$ cat src/rtl/hpi_responder.sv
// HPI host-port responder: 16-bit host register window onto a local RAM plus two mailboxes.
// Latency: writes commit on the first strobe edge; read data is valid one edge after the read starts.
// Backpressure: none; the host holds read strobes >= 2 cycles, and the mailboxes overwrite when full.
module hpi_responder #(
  parameter int ADDR_W = 8
) (
  input  logic        clk_clk,
  input  logic        reset_reset_n,
  input  logic        otg_hpi_reset_n,
  input  logic [1:0]  otg_hpi_address,
  input  logic        otg_hpi_cs_n,
  input  logic        otg_hpi_r_n,
  input  logic        otg_hpi_w_n,
  input  logic [15:0] otg_hpi_data_in,
  output logic [15:0] otg_hpi_data_out,
  output logic [15:0] mbx_rx_data,
  output logic        mbx_rx_valid,
  input  logic        mbx_rx_ack,
  input  logic [15:0] mbx_tx_data,
  input  logic        mbx_tx_wr,
  output logic        irq
);

  localparam logic [1:0] REG_DATA = 2'd0;
  localparam logic [1:0] REG_MBX  = 2'd1;
  localparam logic [1:0] REG_ADDR = 2'd2;
  localparam logic [1:0] REG_STAT = 2'd3;

  // addr is a byte address; bit 0 is always 0 and the RAM is word-indexed by addr[ADDR_W:1]
  localparam logic [ADDR_W:0] ADDR_STEP = (ADDR_W + 1)'(2);

  logic [15:0]     ram [0:(1 << ADDR_W) - 1];
  logic [15:0]     ram_q;

  logic            rst;
  logic            acc_w;
  logic            acc_r;
  logic            clash;
  logic            prev_w;
  logic            prev_r;
  logic            wr_commit;
  logic            rd_start;
  logic            rd_end;
  logic            rd_hold;

  logic [ADDR_W:0] addr;
  logic            err;
  logic            ovr;
  logic [15:0]     tx_data;
  logic            tx_full;
  logic [1:0]      rd_src;
  logic [15:0]     rd_reg;
  logic [15:0]     rd_mux;
  logic [15:0]     dout;
  logic [15:0]     status;

  // Either reset source clears the block at the next edge
  assign rst = !reset_reset_n || !otg_hpi_reset_n;

  assign acc_w = !otg_hpi_cs_n && !otg_hpi_w_n && otg_hpi_r_n;
  assign acc_r = !otg_hpi_cs_n && !otg_hpi_r_n && otg_hpi_w_n;
  assign clash = !otg_hpi_cs_n && !otg_hpi_r_n && !otg_hpi_w_n;

  // Edge detection on the strobes; a clash cycle ends no read, so the abandoned read has no side effects
  assign wr_commit = acc_w && !prev_w;
  assign rd_start  = acc_r && !prev_r;
  assign rd_hold   = acc_r && prev_r;
  assign rd_end    = !acc_r && prev_r && !clash;

  assign status = {err, ovr, 12'b0, mbx_rx_valid, tx_full};
  assign irq    = tx_full;

  // Output is forced to zero whenever no read strobe is present
  assign otg_hpi_data_out = acc_r ? dout : 16'h0000;

  // Non-RAM read source, chosen from the host address at read start
  always_comb begin
    rd_mux = 16'h0000;
    case (otg_hpi_address)
      REG_MBX:  rd_mux = tx_data;
      REG_ADDR: rd_mux = 16'(addr);
      REG_STAT: rd_mux = status;
      default:  rd_mux = 16'h0000;
    endcase
  end

  // RAM port: contents never reset; accesses during reset are dropped
  always_ff @(posedge clk_clk) begin
    if (!rst && wr_commit && otg_hpi_address == REG_DATA) begin
      ram[addr[ADDR_W:1]] <= otg_hpi_data_in;
    end
    if (!rst && rd_start) begin
      ram_q <= ram[addr[ADDR_W:1]];
    end
  end

  // Strobe history
  always_ff @(posedge clk_clk) begin
    if (rst) begin
      prev_w <= 1'b0;
      prev_r <= 1'b0;
    end else begin
      prev_w <= acc_w;
      prev_r <= acc_r;
    end
  end

  // Read capture at start, then registered output held while the strobe stays low
  always_ff @(posedge clk_clk) begin
    if (rst) begin
      rd_src <= REG_DATA;
      rd_reg <= 16'h0000;
      dout   <= 16'h0000;
    end else begin
      if (rd_start) begin
        rd_src <= otg_hpi_address;
        rd_reg <= rd_mux;
      end
      if (rd_hold) begin
        dout <= (rd_src == REG_DATA) ? ram_q : rd_reg;
      end else begin
        dout <= 16'h0000;
      end
    end
  end

  // Address pointer: loaded by ADDRESS writes, post-incremented by DATA writes and DATA read ends
  always_ff @(posedge clk_clk) begin
    if (rst) begin
      addr <= '0;
    end else if (wr_commit && otg_hpi_address == REG_ADDR) begin
      addr <= {otg_hpi_data_in[ADDR_W:1], 1'b0};
    end else if (wr_commit && otg_hpi_address == REG_DATA) begin
      addr <= addr + ADDR_STEP;
    end else if (rd_end && rd_src == REG_DATA) begin
      addr <= addr + ADDR_STEP;
    end
  end

  // Host-to-local mailbox; a host write beats a same-edge local ack
  always_ff @(posedge clk_clk) begin
    if (rst) begin
      mbx_rx_data  <= 16'h0000;
      mbx_rx_valid <= 1'b0;
    end else if (wr_commit && otg_hpi_address == REG_MBX) begin
      mbx_rx_data  <= otg_hpi_data_in;
      mbx_rx_valid <= 1'b1;
    end else if (mbx_rx_ack) begin
      mbx_rx_valid <= 1'b0;
    end
  end

  // Local-to-host mailbox; a local write beats a same-edge host read-end clear
  always_ff @(posedge clk_clk) begin
    if (rst) begin
      tx_data <= 16'h0000;
      tx_full <= 1'b0;
    end else if (mbx_tx_wr) begin
      tx_data <= mbx_tx_data;
      tx_full <= 1'b1;
    end else if (rd_end && rd_src == REG_MBX) begin
      tx_full <= 1'b0;
    end
  end

  // Sticky error/overrun flags, cleared when a STATUS read ends; a new event wins over the clear
  always_ff @(posedge clk_clk) begin
    if (rst) begin
      err <= 1'b0;
      ovr <= 1'b0;
    end else begin
      if (clash) begin
        err <= 1'b1;
      end else if (rd_end && rd_src == REG_STAT) begin
        err <= 1'b0;
      end
      if (wr_commit && otg_hpi_address == REG_MBX && mbx_rx_valid) begin
        ovr <= 1'b1;
      end else if (rd_end && rd_src == REG_STAT) begin
        ovr <= 1'b0;
      end
    end
  end

endmodule

$ cat config.mk
export PLATFORM = sky130hd
export DESIGN_NAME = hpi_responder
export DESIGN_NICKNAME = d
export VERILOG_FILES = /design/src/rtl/hpi_responder.sv
export SDC_FILE = /design/constraint.sdc
export NUM_CORES = 2
export LEC_CHECK = 0
export BUFFER_PORTS_ARGS = -buffer_cell sky130_fd_sc_hd__buf_4
export CORE_UTILIZATION = 50
export DETAILED_ROUTE_END_ITERATION = 16
export PLACE_DENSITY = 0.79
export SLEW_MARGIN = 20
export SYNTH_ARGS = -nofsm -noshare
export SYNTH_HDL_FRONTEND = slang
export SYNTH_SLANG_ARGS = --single-unit
$ cat constraint.sdc
create_clock -name clk_clk -period 2.7 [get_ports clk_clk]
set_input_delay 0.27 -clock clk_clk [delete_from_list [all_inputs] [get_ports clk_clk]]
set_output_delay 0.27 -clock clk_clk [all_outputs]
set_load 0.05 [all_outputs]
* Word level (Yosys, flattened, before mapping)
Memory sizes are Yosys's and may differ from the RTL's. A register that Yosys moved wholly into a read port is not among the register bits.
Index checks and enable logic that the tools add are counted.
** Word-level totals
- Output and inout bits :: 34
- Word-level logic and storage cells :: 77
- Bits of input ports :: 42
- Register bits after elaboration :: 81
- Memory bits (writable) :: 4096
- Memories kept :: 1
** Cells by class
- Bitwise logic cells :: 1
- Reduce and logical (&&, ||, !) cells :: 41
- Muxes and demuxes :: 15
- $add $sub $neg :: 1
- Equality and inequality tests :: 5
** Memories
- ram :: words 256, bits a word 16, read ports 1, clocked after Yosys merged registers in 1, write ports 1, RTL line 32 : logic [15:0] ram [0:(1 << ADDR_W) - 1];
** Operator list (count)
- case mux 16 bit (3 select lines) :: 1
- two-way mux 16 bit :: 2
- two-way mux 9 bit :: 3
- logical AND 1 bit :: 20
- logical NOT 1 bit :: 10
- nonzero test 2 bit :: 5
- adder 9 x 2 -> 9 bit (second input constant) :: 1
- two-way mux 1 bit :: 9
- equality test 2 bit (second input constant) :: 3
- equality test 2 x 1 -> 1 bit (second input constant) :: 2
- logical NOT 2 bit :: 2
- OR reduction 2 bit :: 2
- nonzero test 3 bit :: 1
- logical OR 1 bit :: 1
- inverter 1 bit :: 1

* Longest topological paths before layout
- Depth after elaboration :: 10
- Gate-level depth with buffers :: 9
- Mapped depth without buffers :: 5

* Least setup slack after synthesis
OpenSTA, ideal clock, no wires.
- Kind :: input -> register
- Start :: input port otg_hpi_cs_n
- End :: memory ram[219][0], enable pin
- Arrival time :: 2471 ps
- Path buffers :: 1
- Stages :: 6
- Required time :: 2312 ps
- Path slack :: -160 ps
- Cell sequence :: nor4b_4 -> or4b_4 -> nor3b_2 -> nand2_1 -> buf_2 -> nor2_1
** On the way
- Longest elaborated chain between the ends :: 8
** RTL lines
- from (decl) :: RTL line 11 : input logic otg_hpi_cs_n,
- logical NOT 1 bit :: RTL line 60 : assign acc_w = !otg_hpi_cs_n && !otg_hpi_w_n && otg_hpi_r_n;
- logical AND 1 bit (2 in a row) :: RTL line 60
- logical AND 1 bit :: RTL line 65 : assign wr_commit = acc_w && !prev_w;
- logical AND 1 bit (2 in a row) :: RTL line 89 : if (!rst && wr_commit && otg_hpi_address == REG_DATA) begin
- two-way mux 1 bit :: RTL line 89
- two-way mux 1 bit (implied by the code) :: RTL line 90 : ram[addr[ADDR_W:1]] <= otg_hpi_data_in;
- to (decl) :: RTL line 32
No other way between the ends.

==> flow_summary.toml <==
[run_status]
status = "complete, but fails checks"
failed_checks = "setup timing"

[sta]
fmax_mhz = 296
rsz0062_at_grt = "yes"
final.setup_skew_ps = 86.3
finalMaxSlewViolations = 0
hold_viol = 0
hold_ws_ps = 68.5
worst_slew_pin_slew_ps = 1060
setup_ws_ps = -677
setup-violations-final = 155
relSlewSlack_pct = 29.1
fin_crit_ps = 3380
finalSetupTns_ps = -12510
finalCritPeriodShare_pct = 125

[yosys]
netlist.area_leader.share_pct = 77.9
ys_async_sr_fraction_pct = 0
synth_flop_cell = "edfxtp_1"
ys_ff_latch = 4192
netlist_area_um2 = 159000
yosysWarnings = 0
synth_edf_count = 4112
synth_cell_type_count = 40
yosysSeqAreaShare_pct = 78.9
synthTopCellsByArea = "edfxtp_1, mux4_2, a22oi_1"
postSynthCellCount = 7110
yosys.area.top_type = "edfxtp_1"
avgSynthCellArea_um2 = 22.3
synth_nets = 7156

[layout]
layout_common_cells = "edfxtp_1, mux4_2, buf_4"
fillCellCount = 19400
area_delta_synth_final_pct = 21.0
fin_util_pct = 60.9
fin_nets = 8367
largest_reg_flops = 4096
layout_commonest_cell = "edfxtp_1"
stdcell_area_um2 = 192000
layout-drive-gt1-share_pct = 36.8
final_cell_count_no_fill = 12800
multiInputGateArea_um2 = 33800
ff_latch_area_um2 = 125000

[die]
fp.dieH_um = 565
pin_count = 76
die-width_um = 565
initial_utilization_pct = 50.3
die_area_um2 = 319000
core_area_um2 = 315000
row_count = 206

[detailed_routing]
drc = 0
routed_via_density = 7.09
drt_pass1_iterations = 9
avgRoutedWirePerCell_um = 39.2
ant_nets = 0
vias = 91000
routed_wl_um = 504000
initialDrtViolationCount = 16200

[placed_design]
hpwl_um = 259000
gp_congestion = 0.940
dp_cells = 11900
port-buffer-count = 75
dpl_worst_slack_ps = -1260
placed_area_um2 = 174000

[power]
p_total_mw = 132
p_leak_nw = 59.7
peakVddDrop_mv = 0.667
power.density_nw_per_um2 = 688

[grt]
antenna_found_initial = 23
grt_pass1_wl_um = 677000
grt_max_degree = 98
grt_pass1_vias = 88800
gr-usage-all-layers_pct = 30.2
grt_overflow_total = 0

[setup_path]
r2r_end = "ram_q[14]$_DFFE_PP_"
crit_start = "addr[1]$_SDFFE_PP0P_"
reg2reg_depth = 9
worstSetupPathType = "reg -> reg"
reg2reg_slack_ps = -680
critPathRequiredTime_ps = 3450
worst-endpoint-arrival_ps = 4120
cp_max_fo = 10
end_kind = "flop"
cp-endpoint = "ram_q[14]$_DFFE_PP_"
cp-start-kind = "flop"
timing.rr.start = "addr[1]$_SDFFE_PP0P_"

[clock_network]
cts_max_level = 5
numClockSinks = 4192
clk_latency_ps = 1000
cts_tree = "done"
root_buffer = "clkbuf_16"
path_clk_slew_ps = 70
clk_path_buf_depth = 4
cts_inserted_buffers = 402

[worst_hold_path]
min_path_type = "in -> reg"

[job]
drv_cap = 0
==> power breakdown <==
part | total, mW | leakage, nW | internal, mW | switching (mW)
combinational | 3.42 | 15.8 | 1.17 | 2.25
sequential | 71.4 | 37.6 | 71.4 | 0.0179
clock | 57.2 | 6.33 | 31.2 | 26.0
==> synth_stat cells, types with 4 or more instances <==
master / number
mux4_2: 1024
o21ai_0: 11
nand3_1: 20
a22oi_1: 514
o41ai_1: 64
nor2_1: 296
nor3_1: 11
buf_1: 66
nand2_1: 111
and3_1: 16
a21oi_1: 309
edfxtp_1: 4112
clkbuf_1: 265
nand2b_1: 4
a211oi_1: 5
mux2i_1: 17
dfxtp_1: 80
nand4_1: 17
buf_4: 11
and2_1: 4
a221oi_1: 7
or3_1: 5
ha_1: 4
nor2b_1: 9
buf_2: 104
==> cells by family (layout without fill, tap and decap cells) <==
group	after synthesis	in the layout	synth area share, %
flip-flops	4192	4192	78.9
buffers and inverters	449	1999	1.17
other	0	16	0
AND/OR/NAND/NOR	506	506	1.36
multiplexers	1044	1044	14.7
adder cells (fa/ha/maj)	4	4	0.0316
AO/OA/AOI/OAI	915	915	3.88
==> worst max-delay path, stage by stage, from the launching register on <==
cell and delay [ps]:
dfxtp_4 420, buf_12 190, buf_16 210, buf_16 190, mux4_2 560, a22oi_2 410
a21oi_2 140, o41ai_4 690, buf_4 230, nand4_1 60
==> worst min path at each step <==
stage                                     to              startpoint  slack [ps]  cells past startpoint
floorplan                  prev_w$_SDFF_PP0_            otg_hpi_cs_n         350                      1
global placement      rd_reg[0]$_SDFFE_PP0P_  rd_reg[0]$_SDFFE_PP0P_         440                      2
detailed placement        dout[2]$_SDFF_PP0_  rd_reg[2]$_SDFFE_PP0P_         450                      2
CTS                  tx_data[2]$_SDFFE_PP0P_         otg_hpi_reset_n           6                      4
global route        tx_data[11]$_SDFFE_PP0P_           reset_reset_n          60                      4
finish               tx_data[4]$_SDFFE_PP0P_           reset_reset_n          70                      4
==> final cells by class <==
class	instances	share of cell area [%]
clock inverter	257	1.27
clock buffer	486	5.51
tap	4160	2.71
multi-input combinational	2469	17.6
sequential	4192	65.2
antenna	16	0.0209
timing repair buffer	1253	7.64
inverter	3	0.00587
==> layer usage <==
layer  share of wire, %  up-vias  track usage [%]
li1                   -    32800                -
met1                 30    46000             36.7
met2                 47     9933             48.2
met3                 14     2179             7.96
met4                8.7       16             19.6
met5              0.020        -                0
==> what timing repair did <==
action | CTS | global route
cloned | 15 | 7
hold buffers | 58 | 0
hold endpoints to repair | 1232 | 0
setup buffers | 36 | 66
endpoints found under the setup margin | 924 | 513
resized for setup | 292 | 192
pin swaps | 41 | 65
Power figures use the tool's default switching activity.
